$ cat src/rtl/pipeline_stage_buffer.sv
// ---------------------------------------------------------------------------
// pipeline_stage_buffer
//
// Generic pipeline register placed between datapath stages (IF/ID, ID/EX,
// EX/MEM, MEM/WB). It carries a data payload and a control bundle. Flow
// control is valid/ready through a two-entry skid buffer. Flush turns the
// stage into a bubble. A saturating counter records back-pressure cycles.
// All state updates on the falling clock edge, like the rest of the pipeline.
//
// Ports
//   clk            stage clock (falling-edge active)
//   reset          asynchronous, active-low reset
//   in_Valid       upstream presents an entry
//   in_Ready       buffer can accept an entry (depends on occupancy only)
//   in_Data        upstream payload
//   in_Ctrl        upstream control bundle
//   in_Flush       kill all held entries (taken branch / jump)
//   out_Valid      head entry valid
//   out_Ready      downstream accepts the head entry
//   out_Data       head payload
//   out_Ctrl       head control, zero while the stage holds a bubble
//   out_StallCount saturating count of cycles with valid head and no ready
// ---------------------------------------------------------------------------
module pipeline_stage_buffer #(
   parameter int DATA_WIDTH = 32,
   parameter int CTRL_WIDTH = 11,
   parameter int CNT_WIDTH  = 16
) (
   input  logic                  clk,
   input  logic                  reset,
   input  logic                  in_Valid,
   output logic                  in_Ready,
   input  logic [DATA_WIDTH-1:0] in_Data,
   input  logic [CTRL_WIDTH-1:0] in_Ctrl,
   input  logic                  in_Flush,
   output logic                  out_Valid,
   input  logic                  out_Ready,
   output logic [DATA_WIDTH-1:0] out_Data,
   output logic [CTRL_WIDTH-1:0] out_Ctrl,
   output logic [CNT_WIDTH-1:0]  out_StallCount
);

   typedef enum logic [1:0] {
      EMPTY = 2'd0,
      ONE   = 2'd1,
      FULL  = 2'd2
   } state_t;

   state_t                state;
   state_t                nextState;

   logic [DATA_WIDTH-1:0] mainData;
   logic [CTRL_WIDTH-1:0] mainCtrl;
   logic [DATA_WIDTH-1:0] skidData;
   logic [CTRL_WIDTH-1:0] skidCtrl;
   logic [CNT_WIDTH-1:0]  stallCount;

   logic                  accept;
   logic                  drain;
   logic                  loadMainIn;
   logic                  loadMainSkid;
   logic                  loadSkid;

   // Increment that sticks at the all-ones value instead of wrapping.
   function automatic logic [CNT_WIDTH-1:0] satInc(input logic [CNT_WIDTH-1:0] v);
      return (&v) ? v : v + 1'b1;
   endfunction

   // in_Ready is decoded from occupancy alone so out_Ready never reaches the
   // upstream stage combinationally; the skid entry absorbs the one in-flight
   // item that arrives while the downstream stall is being noticed.
   assign in_Ready  = (state != FULL);
   assign out_Valid = (state != EMPTY);
   assign accept    = in_Valid && in_Ready;
   assign drain     = out_Valid && out_Ready;

   // --- occupancy next-state and load selects ---
   always_comb begin
      nextState    = state;
      loadMainIn   = 1'b0;
      loadMainSkid = 1'b0;
      loadSkid     = 1'b0;
      if (in_Flush) begin
         // Flush wins over any simultaneous accept or drain.
         nextState = EMPTY;
      end else begin
         unique case (state)
            EMPTY: begin
               if (accept) begin
                  loadMainIn = 1'b1;
                  nextState  = ONE;
               end
            end
            ONE: begin
               if (accept && drain) begin
                  loadMainIn = 1'b1;
               end else if (accept) begin
                  loadSkid  = 1'b1;
                  nextState = FULL;
               end else if (drain) begin
                  nextState = EMPTY;
               end
            end
            FULL: begin
               if (drain) begin
                  loadMainSkid = 1'b1;
                  nextState    = ONE;
               end
            end
            default: nextState = EMPTY;
         endcase
      end
   end

   // --- occupancy register ---
   always_ff @(negedge clk or negedge reset) begin
      if (!reset) begin
         state <= EMPTY;
      end else begin
         state <= nextState;
      end
   end

   // --- payload registers (flush leaves data untouched) ---
   always_ff @(negedge clk or negedge reset) begin
      if (!reset) begin
         mainData <= '0;
         skidData <= '0;
      end else begin
         if (loadMainIn) begin
            mainData <= in_Data;
         end else if (loadMainSkid) begin
            mainData <= skidData;
         end
         if (loadSkid) begin
            skidData <= in_Data;
         end
      end
   end

   // --- control registers (flush forces a bubble) ---
   always_ff @(negedge clk or negedge reset) begin
      if (!reset) begin
         mainCtrl <= '0;
         skidCtrl <= '0;
      end else if (in_Flush) begin
         mainCtrl <= '0;
         skidCtrl <= '0;
      end else begin
         if (loadMainIn) begin
            mainCtrl <= in_Ctrl;
         end else if (loadMainSkid) begin
            mainCtrl <= skidCtrl;
         end
         if (loadSkid) begin
            skidCtrl <= in_Ctrl;
         end
      end
   end

   // --- stall counter (only reset clears it) ---
   always_ff @(negedge clk or negedge reset) begin
      if (!reset) begin
         stallCount <= '0;
      end else if (out_Valid && !out_Ready) begin
         stallCount <= satInc(stallCount);
      end
   end

   assign out_Data       = mainData;
   assign out_Ctrl       = out_Valid ? mainCtrl : '0;
   assign out_StallCount = stallCount;

endmodule

$ cat config.mk
export PLATFORM = sky130hd
export DESIGN_NAME = pipeline_stage_buffer
export DESIGN_NICKNAME = d
export VERILOG_FILES = /design/src/rtl/pipeline_stage_buffer.sv
export SDC_FILE = /design/constraint.sdc
export NUM_CORES = 1
export LEC_CHECK = 0
export ABC_CLOCK_PERIOD_IN_PS = 2100
export BUFFER_PORTS_ARGS = -buffer_cell sky130_fd_sc_hd__buf_2
export CORE_ASPECT_RATIO = 1.2
export CORE_MARGIN = 4
export CORE_UTILIZATION = 54
export CTS_CLUSTER_SIZE = 25
export DETAILED_ROUTE_END_ITERATION = 8
export HOLD_SLACK_MARGIN = 0.15
export PLACE_DENSITY_LB_ADDON = 0.25
export SLEW_MARGIN = 25
export SYNTH_ARGS = -nofsm -noshare
export SYNTH_HDL_FRONTEND = slang
export SYNTH_SLANG_ARGS = --single-unit
$ cat constraint.sdc
create_clock -name clk -period 2.1 [get_ports clk]
set_input_delay 0.105 -clock clk [delete_from_list [all_inputs] [get_ports clk]]
set_output_delay 0.105 -clock clk [all_outputs]
set_load 0.01 [all_outputs]
==> impl_metrics.toml <==
[min_path]
holdCritStartpoint = "mainCtrl[1]"
timing.hold.worst.class = "flip-flop to flip-flop"
cell_depth_of_the_worst_hold_path = 2
worst_hold_path.endpoint = "mainCtrl[1]"

[timing]
final.setup_skew_ps = 9.59
layout_setup_ws_ps = -310
worst_slew_pin_slew_ps = 580
max-slew-margin-rel_pct = 61.2
rsz_0062_raised_after_global_routing = "true"
totalNegativeSetupSlack_ps = -9440
final-max-slew-violation-count = 0
report.final.hold_viol_count = 0
setup-violations-final = 54

[global_routing]
grt_max_degree = 33
grt_use_met2_pct = 40.5
global_route.usage.total_pct = 24.1
grt_first_pass_wirelength_um = 19600
total_gr_overflow = 0
gr-max-usage-layer = "met2"
initial_antenna_violation_count = 0
grtUsageMet3_pct = 4.48
first_global_vias = 3869
met1_routing_resource_usage_after_global_routing_pct = 30.4

[setup_path]
crit_type = "flip-flop to output port"
worst_setup_path_end_kind = "output port"
r2r-start = "state[0]"
critPathLaunchType = "flip-flop"
worst_r2r_endpoint = "out_Data[19]"
timing.reg2reg.setup_slack_ps = -150
worstPathRequired_ps = 2000
critPathMaxFanout = 12
crit_path_arrival_time_ps = 2300
worst-r2r-cell-count = 10

[floorplan]
initial_utilization_pct = 55.6
fp.coreArea_um2 = 8610
floorplan.rows = 37
floorplan_die_area_um2 = 10400
die_w_um = 94.0
num_io_pins = 109
die_h_um = 111

[detailed_routing]
drt_pre_antenna_iters = 5
detail_route.vias_per_cell = 5.52
routed_wl_um = 13300
wire_per_inst_um = 19.2
drt_drc_violations_left = 0
route.vias.total = 3827
final_ant_viol_nets = 0
dr.first_iter.drc_count = 216

[flow_run]
timing.max_cap.violations = 0

[final_layout]
finished_core_util_pct = 83.4
fillers = 449
finish.net_count = 620
most_common_cell_after_layout_fill_and_taps_aside = "sky130_fd_sc_hd__dfrtn_1"
final_design_area_no_fill_um2 = 7180
layout_common_cells = "104 x sky130_fd_sc_hd__dfrtn_1, 99 x sky130_fd_sc_hd__buf_2, 86 x sky130_fd_sc_hd__mux2_4"
syn2layout_area_growth_pct = 49.9
antennaDiodeCount = 0
final_layout_size_suffix_gt1_share_pct = 63.0

[placed_design]
io_buffer_count = 108
dp.final_hpwl_um = 7290
gp_routability_congestion = 0.795
post_place_instance_area_um2 = 5870

[yosys]
post_synth_inst_count = 377
synth.avg_cell_area_um2 = 12.7
synthesis.yosys.warnings = 0
yosysSeqAreaShare_pct = 54.4
async_flop_share_pct = 100
synth-main-ff-cell = "sky130_fd_sc_hd__dfrtn_1"
number_of_enable_type_register_cells_in_the_synthesized_netlist = 0
syn_nets = 426
postSynthRegisterBits = 104
netlist-cell-type-count = 46
netlist_area_before_placement_um2 = 4790

[clock_tree]
h-tree-depth = 3
inserted_clock_buffers = 9
cts.sink_count = 104
clk_path_buf_depth = 2
clock-root-buffer = "sky130_fd_sc_hd__clkbuf_8"
cts_tree = "yes"
worst_setup_hold_path_clk_slew_ps = 60
holdBufCountCts = 0
clk_latency_ps = 350

[power]
worst_ir_drop_vdd_mv = 0.630
power.density_nw_per_um2 = 874
power.static_leakage_nw = 3.51

[status]
status = "complete, but fails checks"
violations = "setup timing"
-- cell families after synthesis --
| group | count (synthesis) | synth area share (%) |
|---|---|---|
| simple gates | 93 | 10.9 |
| buf+inv | 23 | 3.03 |
| xor+xnor | 12 | 2.20 |
| mux | 99 | 23.3 |
| flops | 104 | 54.4 |
| compound gates | 45 | 5.99 |
| fa+ha+maj | 1 | 0.261 |
-- worst max-delay path by stage --
stage,startpoint,end,cells past startpoint
after global routing,state[1],out_Ctrl[7],4
after detailed placement,in_Valid,out_Data[18],6
final,state[1],out_Ctrl[10],4
after global placement,in_Valid,out_Data[16],6
after floorplan,out_Ready,out_Data[14],6
after CTS,state[1],out_Ctrl[7],4
-- timing repair --
action | CTS | global route
setup buffers | 33 | 18
gates cloned | 7 | 0
endpoints found under the hold margin | 0 | 0
resized for setup | 125 | 42
setup endpoints to repair | 94 | 109
pin swaps | 4 | 9
-- power breakdown --
| group | internal, W | switching [W] |
|---|---|---|
| clock | 0.000462 | 0.000669 |
| combinational | 0.00139 | 0.000892 |
| sequential | 0.00254 | 0.000319 |
| total | 0.00439 | 0.00188 |
-- sequential cells by signal (all words and copies together), names as in the netlist --
signal          cells
mainCtrl           11
skidData           32
out_Data           32
skidCtrl           11
out_StallCount     16
state               2
-- layer usage --
| metal | share of wire [%] | vias to the layer above |
|---|---|---|
| met5 | 0 | - |
| met3 | 5.4 | 25 |
| met1 | 39 | 1954 |
| li1 | - | 1725 |
| met4 | 2.4 | 0 |
| met2 | 53 | 123 |
-- cells in the mapped netlist (all sizes together), types with 6 or more instances --
cell type	count	area [um^2]
nor2	10	40.0
nor3	6	41.3
nor2b	14	95.1
a21oi	15	75.1
nand2	41	154
a22oi	11	82.6
buf	13	108
o21ai	11	55.1
clkbuf	6	22.5
mux2	98	1100
dfrtn	104	2600
xor2	10	87.6
-- area by class of cell --
| class | count | area, um^2 | area share [%] |
|---|---|---|---|
| tap | 117 | 146 | 2.04 |
| clock inverter | 3 | 17.5 | 0.244 |
| clock buffer | 13 | 149 | 2.07 |
| multi-input combinational | 250 | 2600 | 36.3 |
| timing repair buffer | 202 | 1650 | 22.9 |
| inverter | 4 | 15.0 | 0.209 |
| sequential | 104 | 2600 | 36.3 |
-- critical path, cell delays in order (launching register included) --
cell	delay, ps
sky130_fd_sc_hd__dfrtn_1	460
sky130_fd_sc_hd__nor2_2	70
sky130_fd_sc_hd__buf_12	150
sky130_fd_sc_hd__nor2b_1	100
sky130_fd_sc_hd__buf_2	130
-- through the flow --
step	hold slack [ps]	setup WS, ps	power (W)	cells
3_3_place_gp	415	-523	0.00431	626
4_1_cts	428	-340	0.00596	678
5_1_grt	453	-368	0.00658	693
2_1_floorplan	402	-467	0.00372	377
6_report	421	-310	0.00628	693
3_5_place_dp	421	-582	0.00439	626
Power figures use the tool's default switching activity.
